===== src/rtl/noc_tok_lnk_tx.sv =====
// noc_tok_lnk_tx: batches local token pulses per source and emits round-robin single-flit token packets.
// Optional NOC_TOK_LNK_TX_PERF_CNT_EN adds o_perf_flit_cnt, a count of accepted flits.
module noc_tok_lnk_tx #(
   parameter int NUM_SRC = 8,
   parameter int DATA_W  = 42,
   parameter int ROUTE_W = 16,
   parameter int CNT_W   = 4,
   localparam int SRC_W  = $clog2(NUM_SRC)
) (
   input  logic                       i_noc_clk,
   input  logic                       i_noc_rst_n,
   input  logic                       scan_en,
   input  logic [NUM_SRC-1:0]         i_tok_pulse,
   input  logic [NUM_SRC*ROUTE_W-1:0] i_route_cfg,
   output logic [DATA_W-1:0]          o_dp_tok_data,
   output logic                       o_dp_tok_head,
   output logic                       o_dp_tok_tail,
   output logic                       o_dp_tok_vld,
   input  logic                       i_dp_tok_rdy,
`ifdef NOC_TOK_LNK_TX_PERF_CNT_EN
   output logic [31:0]                o_perf_flit_cnt,
`endif
   output logic [NUM_SRC-1:0]         o_tok_overflow
);

   localparam logic [CNT_W-1:0] CNT_MAX = '1;

   if (ROUTE_W + SRC_W + CNT_W > DATA_W) begin : g_width_chk
      $error("noc_tok_lnk_tx: flit fields exceed DATA_W");
   end

   logic [CNT_W-1:0] cnt [NUM_SRC];
   logic [SRC_W-1:0] ptr, gnt, idx;
   logic             gnt_vld, load;
   logic [DATA_W-1:0] flit;
   logic             unused_scan;

   assign unused_scan = scan_en;
   assign load = !o_dp_tok_vld || i_dp_tok_rdy;
   assign flit = DATA_W'({cnt[gnt], gnt, i_route_cfg[int'(gnt)*ROUTE_W +: ROUTE_W]});

   // first pending source after ptr, wrapping
   always_comb begin
      gnt = ptr;
      gnt_vld = 1'b0;
      idx = '0;
      for (int i = 1; i <= NUM_SRC; i++) begin
         idx = SRC_W'((int'(ptr) + i) % NUM_SRC);
         if (!gnt_vld && cnt[idx] != '0) begin
            gnt_vld = 1'b1;
            gnt = idx;
         end
      end
   end

   always_ff @(posedge i_noc_clk or negedge i_noc_rst_n) begin
      if (!i_noc_rst_n) begin
         for (int s = 0; s < NUM_SRC; s++) cnt[s] <= '0;
         o_tok_overflow <= '0;
      end else begin
         for (int s = 0; s < NUM_SRC; s++) begin
            if (load && gnt_vld && gnt == SRC_W'(s))
               cnt[s] <= i_tok_pulse[s] ? CNT_W'(1) : '0;
            else if (i_tok_pulse[s] && cnt[s] != CNT_MAX)
               cnt[s] <= cnt[s] + 1'b1;
            else if (i_tok_pulse[s])
               o_tok_overflow[s] <= 1'b1;
         end
      end
   end

   always_ff @(posedge i_noc_clk or negedge i_noc_rst_n) begin
      if (!i_noc_rst_n) begin
         ptr <= SRC_W'(NUM_SRC - 1);
         o_dp_tok_vld <= 1'b0;
         o_dp_tok_head <= 1'b0;
         o_dp_tok_tail <= 1'b0;
         o_dp_tok_data <= '0;
      end else if (load) begin
         ptr <= gnt_vld ? gnt : ptr;
         o_dp_tok_vld <= gnt_vld;
         o_dp_tok_head <= gnt_vld;
         o_dp_tok_tail <= gnt_vld;
         o_dp_tok_data <= gnt_vld ? flit : '0;
      end
   end

`ifdef NOC_TOK_LNK_TX_PERF_CNT_EN
   always_ff @(posedge i_noc_clk or negedge i_noc_rst_n) begin
      if (!i_noc_rst_n) o_perf_flit_cnt <= '0;
      else if (o_dp_tok_vld && i_dp_tok_rdy) o_perf_flit_cnt <= o_perf_flit_cnt + 1'b1;
   end
`endif

endmodule


===== config.mk =====
export PLATFORM = sky130hd
export DESIGN_NAME = noc_tok_lnk_tx
export DESIGN_NICKNAME = d
export VERILOG_FILES = /design/src/rtl/noc_tok_lnk_tx.sv
export SDC_FILE = /design/constraint.sdc
export NUM_CORES = 1
export LEC_CHECK = 0
export BUFFER_PORTS_ARGS = -buffer_cell sky130_fd_sc_hd__buf_2
export CAP_MARGIN = 20
export CORE_ASPECT_RATIO = 2
export CORE_UTILIZATION = 51
export DETAILED_ROUTE_END_ITERATION = 16
export PLACE_DENSITY = 0.81
export SLEW_MARGIN = 25
export SYNTH_ARGS = -nofsm -noshare
export SYNTH_HDL_FRONTEND = slang
export SYNTH_SLANG_ARGS = --single-unit

===== constraint.sdc =====
create_clock -name i_noc_clk -period 4.6 [get_ports i_noc_clk]
set_input_delay 0.92 -clock i_noc_clk [delete_from_list [all_inputs] [get_ports i_noc_clk]]
set_output_delay 0.92 -clock i_noc_clk [all_outputs]
set_load 0.01 [all_outputs]

Word level (Yosys, flattened, before mapping)

Index checks and enable logic that the tools add are counted.

Flip-flop bits (word level): 86
Input bits: 140
Logic and storage cells: 212
Output and inout port bits: 53

Add/subtract/negate cells: 16
Magnitude comparators: 9
Shift operators: 1
Mux-type cells: 68
Bitwise operators: 25
Reductions and logical operators: 59
Equal/unequal tests: 15

Operator list:

| operator                                                 | count |
|---|---|
| two-way mux 4 bit                                        | 34 |
| variable part select 128 x 8 -> 16 bit                   | 1 |
| binary-select mux 4 bit (select 3 bit)                   | 9 |
| greater-or-equal comparator 4 bit, second input constant | 9 |
| inverter 3 -> 4 bit                                      | 9 |
| adder 4 x 1 -> 4 bit, second input constant              | 8 |
| inequality test 4 bit, second input constant             | 8 |
| nonzero test 4 bit                                       | 8 |
| logical AND 1 bit                                        | 24 |
| two-way mux 3 bit                                        | 8 |
| AND reduction 3 bit                                      | 8 |
| two-way mux 23 bit                                       | 1 |
| two-way mux 1 bit                                        | 16 |
| inverter 1 bit                                           | 16 |
| nonzero test 2 bit                                       | 8 |
| adder 3 bit, second input constant                       | 4 |
| == test 3 bit, second input constant                     | 4 |
| logical NOT 1 bit                                        | 8 |
| adder 3 x 1 -> 3 bit, second input constant              | 2 |
| adder 3 x 2 -> 3 bit, second input constant              | 2 |
| == test 3 x 2 -> 1 bit, second input constant            | 2 |
| == test 3 x 1 -> 1 bit, second input constant            | 1 |
| logical NOT 3 bit                                        | 1 |
| AND reduction 2 bit                                      | 1 |
| logical OR 1 bit                                         | 1 |

Longest topological paths before layout

Gate-level depths: netlist (run 1).

Depth after elaboration: 33
Depth in mapped cells: 14
Mapped depth without buffers: 12

Worst setup path before layout (run 1)

OpenSTA, ideal clock, no wires.

Path type: register -> register
Start: register ptr[1]
End: register o_dp_tok_data[11]
Data required time: 4,479 ps
Path buffers: 1
Path slack: 834 ps
Library setup time: 121 ps
Clock period less this slack: 3,766 ps
Stages on the path, launching flop included: 13
Data arrival time: 3,644 ps
Cells stage by stage: dfstp_2 > ha_1 > xor2_4 > mux2_4 > mux4_2 > a21oi_4 > nand2_4 > o31ai_4 > xnor2_4 > buf_6 > mux4_2 > nand2_1 > nand2_1

Longest elaborated chain between the ends: 30
Elaborated cells on any way between the ends: 80
Those cells by class: add/sub: 8; shift: 1; mux: 41; bitwise: 8; reduce/logical: 22

Ends and longest elaborated chain:

| what                                                  | RTL line | source |
|---|---|---|
| start, declared                                       | 33       | `logic [SRC_W-1:0] ptr, gnt, idx;` |
| start signal, assigned                                | 74       | `ptr <= SRC_W'(NUM_SRC - 1);` |
| start signal, assigned                                | 80       | `ptr <= gnt_vld ? gnt : ptr;` |
| adder 3 x 1 -> 3 bit                                  | 48       | `idx = SRC_W'((int'(ptr) + i) % NUM_SRC);` |
| inverter 3 -> 4 bit (not written as such)             | 49       | `if (!gnt_vld && cnt[idx] != '0) begin` |
| binary-select mux 4 bit (select 3 bit)                | 49       |  |
| two-way mux 4 bit (not written as such) (2 in series) | 49       |  |
| nonzero test 4 bit                                    | 49       |  |
| two-way mux 1 bit                                     | 49       |  |
| logical NOT 1 bit                                     | 49       |  |
| logical AND 1 bit                                     | 49       |  |
| (+13 left out)                                        | --       |  |
| logical NOT 1 bit                                     | 49       |  |
| logical AND 1 bit                                     | 49       |  |
| two-way mux 1 bit                                     | 49       |  |
| logical NOT 1 bit                                     | 49       |  |
| logical AND 1 bit                                     | 49       |  |
| two-way mux 3 bit                                     | 49       |  |
| variable part select 128 x 8 -> 16 bit                | 40       | `assign flit = DATA_W'({cnt[gnt], gnt, i_route_cfg[int'(gnt)*ROUTE_W +: ROUTE_W]});` |
| two-way mux 23 bit *                                  | 84       | `o_dp_tok_data <= gnt_vld ? flit : '0;` |
| end signal, assigned                                  | 84       |  |
| end, declared                                         | 15       | `output logic [DATA_W-1:0] o_dp_tok_data,` |

Every way passes the cells marked *; elsewhere a longest branch is shown, timed or not. The select of a mux whose other input is x is not followed.
A chain may end at the register's enable or synchronous reset.

Worst setup path in the final report (run 1)

Start: register ptr[0]
End: register o_dp_tok_data[19]

Longest elaborated chain between the ends: 33
Elaborated cells on any way between the ends: 83
Those cells by class: add/sub: 8; mux: 44; bitwise: 9; reduce/logical: 22

Ends and longest elaborated chain:

| what                                                  | RTL line |
|---|---|
| adder 3 x 1 -> 3 bit                                  | 48 |
| inverter 3 -> 4 bit (not written as such)             | 49 |
| binary-select mux 4 bit (select 3 bit)                | 49 |
| two-way mux 4 bit (not written as such) (2 in series) | 49 |
| nonzero test 4 bit                                    | 49 |
| two-way mux 1 bit                                     | 49 |
| logical NOT 1 bit                                     | 49 |
| logical AND 1 bit                                     | 49 |
| (+15 left out)                                        | -- |
| two-way mux 1 bit                                     | 49 |
| logical NOT 1 bit                                     | 49 |
| logical AND 1 bit                                     | 49 |
| two-way mux 3 bit                                     | 49 |
| inverter 3 -> 4 bit (not written as such)             | 40 |
| binary-select mux 4 bit (select 3 bit)                | 40 |
| two-way mux 4 bit (not written as such) (2 in series) | 40 |
| two-way mux 23 bit *                                  | 84 |

Marked as above.

==> results.md, run 1 <==
* Initial DRC count at 438
* Relative slew margins at 45.46%
* Register area share after synthesis at 29.15%
* Initial antenna violation count at 0
* Clock buffer depth at 2
* Status: finished, final reports clean
* Finished Layout Cells at 965
* Die area at 11,760 µm²
* CP Capture Type: register
* Startpoint Class: register
* CTS root buffer: clkbuf_16
* Clock skew after layout at 4.653 ps
* RSZ-0062 raised after global routing: no
* DR pass1 iterations at 6
* Core ar. at 10,950 µm²
* Total CTS buffers at 9
* Per-cell routed wire length at 20.68 µm
* CP max FO at 10
* Crit path DAT at 4580 ps
* Final Cell Area at 7156 µm²
* H-tree levels at 3
* Placed Area at 6894 µm²
* Layout cells sized above 1 at 33.82%
* Drt drc at 0
* Routed WL at 19,960 µm
* Clock Pin Slew Worst Setup and Hold Paths at 50 ps
* Clock latency on the worst-skew pair at 330 ps
* Fin crit share at 94.89%
* Worst r2r src: ptr[0]
* Final Setup Violations at 0
* Via density at 6.317
* Buffers on Ports at 172
* CTS Hold Buffers Added at 0
* # placed instances at 949
* Hpwl dp at 15,390 µm
* Ant diodes at 0
* Asr flop ratio synth at 100.0%
* Largest net degree at the start of global routing at 63
* Synthesized area per cell at 9.049 µm²
* Mapped cell area at 5764 µm²
* Setup tns final at 0 ps
* Setup bufs post-CTS at 0
* Hold Path Class: in -> async
* Worst-Margin Slew at 818.1 ps
* Post-route minimum period at 4365 ps
* Total I/O pin count at 193
* CTS Sinks at 67
* Max Slew Vio Count at 0
* RD Place Congestion at 0.9976
* Chip height at 152.4 µm
* Register-to-Register Path Depth at 10
* Layout net count at 970
* Setup crit start: ptr[0]
* Post-synth EDFFs at 0
* First-pass GRT wire length at 31,460 µm
* Vias in the first global route at 6,145
* Endpoints failing hold at 0
* Post-DRT Antenna Nets at 0
* GRT Overall Usage at 34.77%
* Die Width at 77.18 µm
* Warnings, synthesis at 0
* Crit Path Class: reg -> reg
* Grt ovf at 0
* Post-synthesis cell count at 637
* Vias at 6,096
* Initial Util at 52.66%
* FILL cells at 951
* MaxCap Viol Count at 0
* Distinct cells, synth at 69
* Synth Register Bits at 67
* Post-CTS sizing at 0
* Fmax at 0.2291 GHz
* CTS tree: built
* Row count at 54
* Area Growth Syn to Fin at 24.14%
* Critical Path RT at 4820 ps
* Synth Flop Type: dfrtp_1
## synthesized netlist by cell type (18+ instances only)
| cell | count | area (µm²) |
|---|---|---|
| a21o_1 | 22 | 165.2 |
| a21oi_1 | 31 | 155.2 |
| a31oi_1 | 18 | 112.6 |
| buf_4 | 21 | 157.7 |
| clkbuf_1 | 30 | 112.6 |
| dfrtp_1 | 64 | 1602 |
| inv_1 | 29 | 108.9 |
| mux2i_1 | 28 | 280.3 |
| mux4_2 | 21 | 473.0 |
| nand2_1 | 76 | 285.3 |
| nor2_1 | 25 | 93.84 |
| o211ai_1 | 24 | 180.2 |
| o21ai_0 | 25 | 125.1 |
## per-layer routing
metal	part of all wire, %	GRT usage [%]	up-vias	routed length, µm
met5	0	0	-	0
met4	6.0	22.37	0	1195
met3	6.1	6.647	85	1227
met2	54	61.57	323	10730
met1	34	36.78	2935	6810
li1	-	-	2753	-
## kinds of logic after synthesis
| family | Yosys count | share of synthesized area (%) |
|---|---|---|
| other | 1 | 0.06506 |
| adder cells (fa/ha/maj) | 10 | 2.171 |
| XOR/XNOR | 15 | 3.191 |
| AND/OR/NAND/NOR | 195 | 17.21 |
| buffers and inverters | 93 | 7.966 |
| multiplexers | 56 | 15.54 |
| AO/OA/AOI/OAI | 200 | 24.70 |
| flip-flops | 67 | 29.15 |
## flip-flops by register name, summed over array words and instances (netlist names)
name            count
cnt                32
o_dp_tok_data      23
o_tok_overflow      8
ptr                 3
o_dp_tok_vld        1
## critical path: stages (launching register included)
cell      delay, ps
dfstp_2         590
ha_1            380
xor2_4          270
mux2_4          350
mux4_2          560
a221oi_2        300
o31ai_4         210
xnor2_2         640
mux4_2          640
a22oi_1         220
nand2_1          80
## layout by cell type (no fill, tap or decap), types with 14 or more instances in the layout
cell type and count:
nand2_1 76, dfrtp_1 64, a22oi_1 14, nor3_1 14, a31oi_1 18, mux4_2 21, conb_1 19, mux2i_1 28
o211ai_1 24, inv_1 29, buf_4 42, nor2_1 24, a21o_1 22, a21oi_1 31, o21ai_0 25, buf_2 172
## area by class of cell
| type | instances | area [µm²] | share of cell area [%] |
|---|---|---|---|
| inverters | 31 | 116.4 | 1.626 |
| multi-input cells | 495 | 3706 | 51.79 |
| repair buffers | 216 | 1216 | 17.00 |
| flip-flops and latches | 67 | 1680 | 23.48 |
| clock inverters | 6 | 32.53 | 0.4546 |
| clock buffers | 10 | 229.0 | 3.200 |
| well taps | 140 | 175.2 | 2.448 |
## worst paths after layout
| kind | to | slack [ps] |
|---|---|---|
| worst max-delay path | o_dp_tok_data[19] | 240 |
| worst min-delay path | o_tok_overflow[5] | 400 |
| worst max register to register | o_dp_tok_data[19] | 240 |
| worst min register to register | o_tok_overflow[4] | 450 |
| max in group asynchronous | o_dp_tok_data[16] | 3170 |
| min in group i_noc_clk | o_tok_overflow[4] | 450 |
## through the flow
| stage | setup WS, ps | util (%) | hold WS, ps |
|---|---|---|---|
| 6_report | 235.1 | 65.37 | 399.0 |
| 5_1_grt | 29.72 | 65.37 | 400.6 |
| 4_1_cts | 276.8 | 65.37 | 395.7 |
| 3_5_place_dp | 309.4 | 62.99 | 443.4 |
| 3_3_place_gp | 379.8 | 62.99 | 436.1 |
| 2_1_floorplan | 834.2 | - | 493.2 |
Power of run 1 is not shown: default switching activity piles up to over one toggle a cycle in this logic, so the estimate is an artifact.
==> run 2: changes to the inputs <==
--- a/config.mk
+++ b/config.mk
@@ -10,7 +10,7 @@
 export CORE_ASPECT_RATIO = 2
 export CORE_UTILIZATION = 51
 export DETAILED_ROUTE_END_ITERATION = 16
-export PLACE_DENSITY = 0.81
+export PLACE_DENSITY = 0.92
 export SLEW_MARGIN = 25
 export SYNTH_ARGS = -nofsm -noshare
 export SYNTH_HDL_FRONTEND = slang
==> run 2 against run 1 <==
Final area rose by 1.2%. Routed wire length is 1.1% lower. Flip-flop and latch count did not move. Utilization up 0.75 points. Non-clock buffer count decreased by 6. First-iteration DRC count is 17% higher. Register-to-register slack better by 250 ps. Clock skew up 2.7 ps. Critical endpoint is now o_dp_tok_data[9]. Largest cell class unchanged.
==> results.md, run 2 (same netlist as run 1, synthesis figures left out) <==
* RD Place Congestion at 1.026
* Fmax at 0.2429 GHz
* Row count at 54
* Post-CTS sizing at 0
* Layout cells sized above 1 at 33.46%
* Setup tns final at 0 ps
* Via density at 6.518
* GRT Overall Usage at 34.38%
* Layout net count at 964
* Final Setup Violations at 0
* Most frequent cells in the layout: buf_2, nand2_1, dfrtp_1, buf_4, a21oi_1
* Hpwl dp at 14,310 µm
* Vias in the first global route at 6,225
* Area Growth Syn to Fin at 25.57%
* Top Layer Used: met4
* Startpoint Class: register
* Endpoints failing hold at 0
* Commonest non-fill, non-tap cell in the layout: buf_2
* Pre-CTS WS at 562.6 ps
* CTS root buffer: clkbuf_16
* Detail Route met3 WL at 1537 µm
* Initial antenna violation count at 0
* CP max FO at 10
* Top reg by flops: cnt
* Clock latency on the worst-skew pair at 340 ps
* Crit path DAT at 4340 ps
* DR WL met2 at 10,290 µm
* Vias at 6,251
* Initial Util at 52.66%
* CTS tree: built
* CTS Hold Buffers Added at 0
* Die Width at 77.18 µm
* CP Capture Type: register
* DR pass1 iterations at 6
* Max Slew Vio Count at 0
* First-pass GRT wire length at 31,220 µm
* Hold Path Class: reg -> reg
* Worst-Margin Slew at 833.6 ps
* Per-cell routed wire length at 20.59 µm
* Buffers on Ports at 172
* Relative slew margins at 42.99%
* Final setup margin at 482.8 ps
* Largest registers: cnt (32), o_dp_tok_data (23), o_tok_overflow (8)
* Drt drc at 0
* M1 WL at 6242 µm
* Largest net degree at the start of global routing at 59
* Status: finished, final reports clean
* RSZ-0062 raised after global routing: no
* Total I/O pin count at 193
* Initial DRC count at 511
* Grt ovf at 0
* H-tree levels at 3
* FILL cells at 838
* Post-route minimum period at 4117 ps
* Fin crit share at 89.50%
* Chip height at 152.4 µm
* Ant diodes at 0
* Post-DRT Antenna Nets at 0
* Total CTS buffers at 9
* CTS Sinks at 67
* Die area at 11,760 µm²
* Routed WL at 19,750 µm
* Crit Path Class: reg -> reg
* Multi-input logic area at 3706 µm²
* Core ar. at 10,950 µm²
* Clock skew after layout at 7.352 ps
* Critical Path RT at 4820 ps
* Clock buffer depth at 2
* Max reg flops at 32
* MaxCap Viol Count at 0
* Setup bufs post-CTS at 0
* FF/Latch Area at 1680 µm²
* Clock Pin Slew Worst Setup and Hold Paths at 60 ps
-- run 2: changes by cell type in the layout (fill, tap and decap cells not counted) --
cell,before,now
buf_12,2,5
clkbuf_8,0,1
buf_4,42,33
clkbuf_1,1,0
clkinv_2,5,1
bufinv_16,0,3
clkinv_4,0,2
clkinvlp_4,1,0
-- run 2: path summary, 6_finish.rpt --
check | start | to | slack [ps] | cells after the start
hold / removal | o_tok_overflow[5] | o_tok_overflow[5] | 450 | 1
setup reg to reg | cnt[20] | o_dp_tok_data[9] | 480 | 11
setup / recovery | cnt[20] | o_dp_tok_data[9] | 480 | 11
min in group asynchronous | i_noc_rst_n | o_tok_overflow[5] | 600 | 1
hold reg to reg | o_tok_overflow[5] | o_tok_overflow[5] | 450 | 1
max in group asynchronous | i_noc_rst_n | ptr[1] | 3000 | 2
-- run 2: critical path: stages, from the launching register on --
cell and delay, ps:
dfrtp_1 460, or4_1 700, mux2_4 340, mux4_2 540, a21oi_4 210, nand2_4 100
o31ai_4 390, xnor2_4 210, buf_12 180, mux4_2 550, a22oi_1 210, nand2_1 100
-- run 2: cell type report --
type | count | area share, %
flip-flops and latches | 67 | 23.22
clock inverters | 6 | 1.556
inverters | 31 | 1.608
multi-input cells | 495 | 51.20
well taps | 140 | 2.420
repair buffers | 210 | 16.70
clock buffers | 10 | 3.302
-- run 2: metal layers --
metal  vias up  GRT usage [%]
met5         -              0
met4         0          27.67
met3       121          5.269
met2       457          60.18
met1      2915          35.45
li1       2758              -
-- run 2: through the flow --
| stage | instances | hold WS, ps | cell area, µm² | utilization, % |
|---|---|---|---|---|
| 5_1_grt | 959 | 469.2 | 7238 | 66.13 |
| 3_5_place_dp | 943 | 439.6 | 6887 | 62.92 |
| 2_1_floorplan | 655 | 493.2 | 5832 | - |
| 6_report | 959 | 448.3 | 7238 | 66.13 |
| 4_1_cts | 959 | 452.2 | 7238 | 66.13 |
| 3_3_place_gp | 943 | 434.6 | 6887 | 62.92 |
Power of run 2 is left out for the same reason.
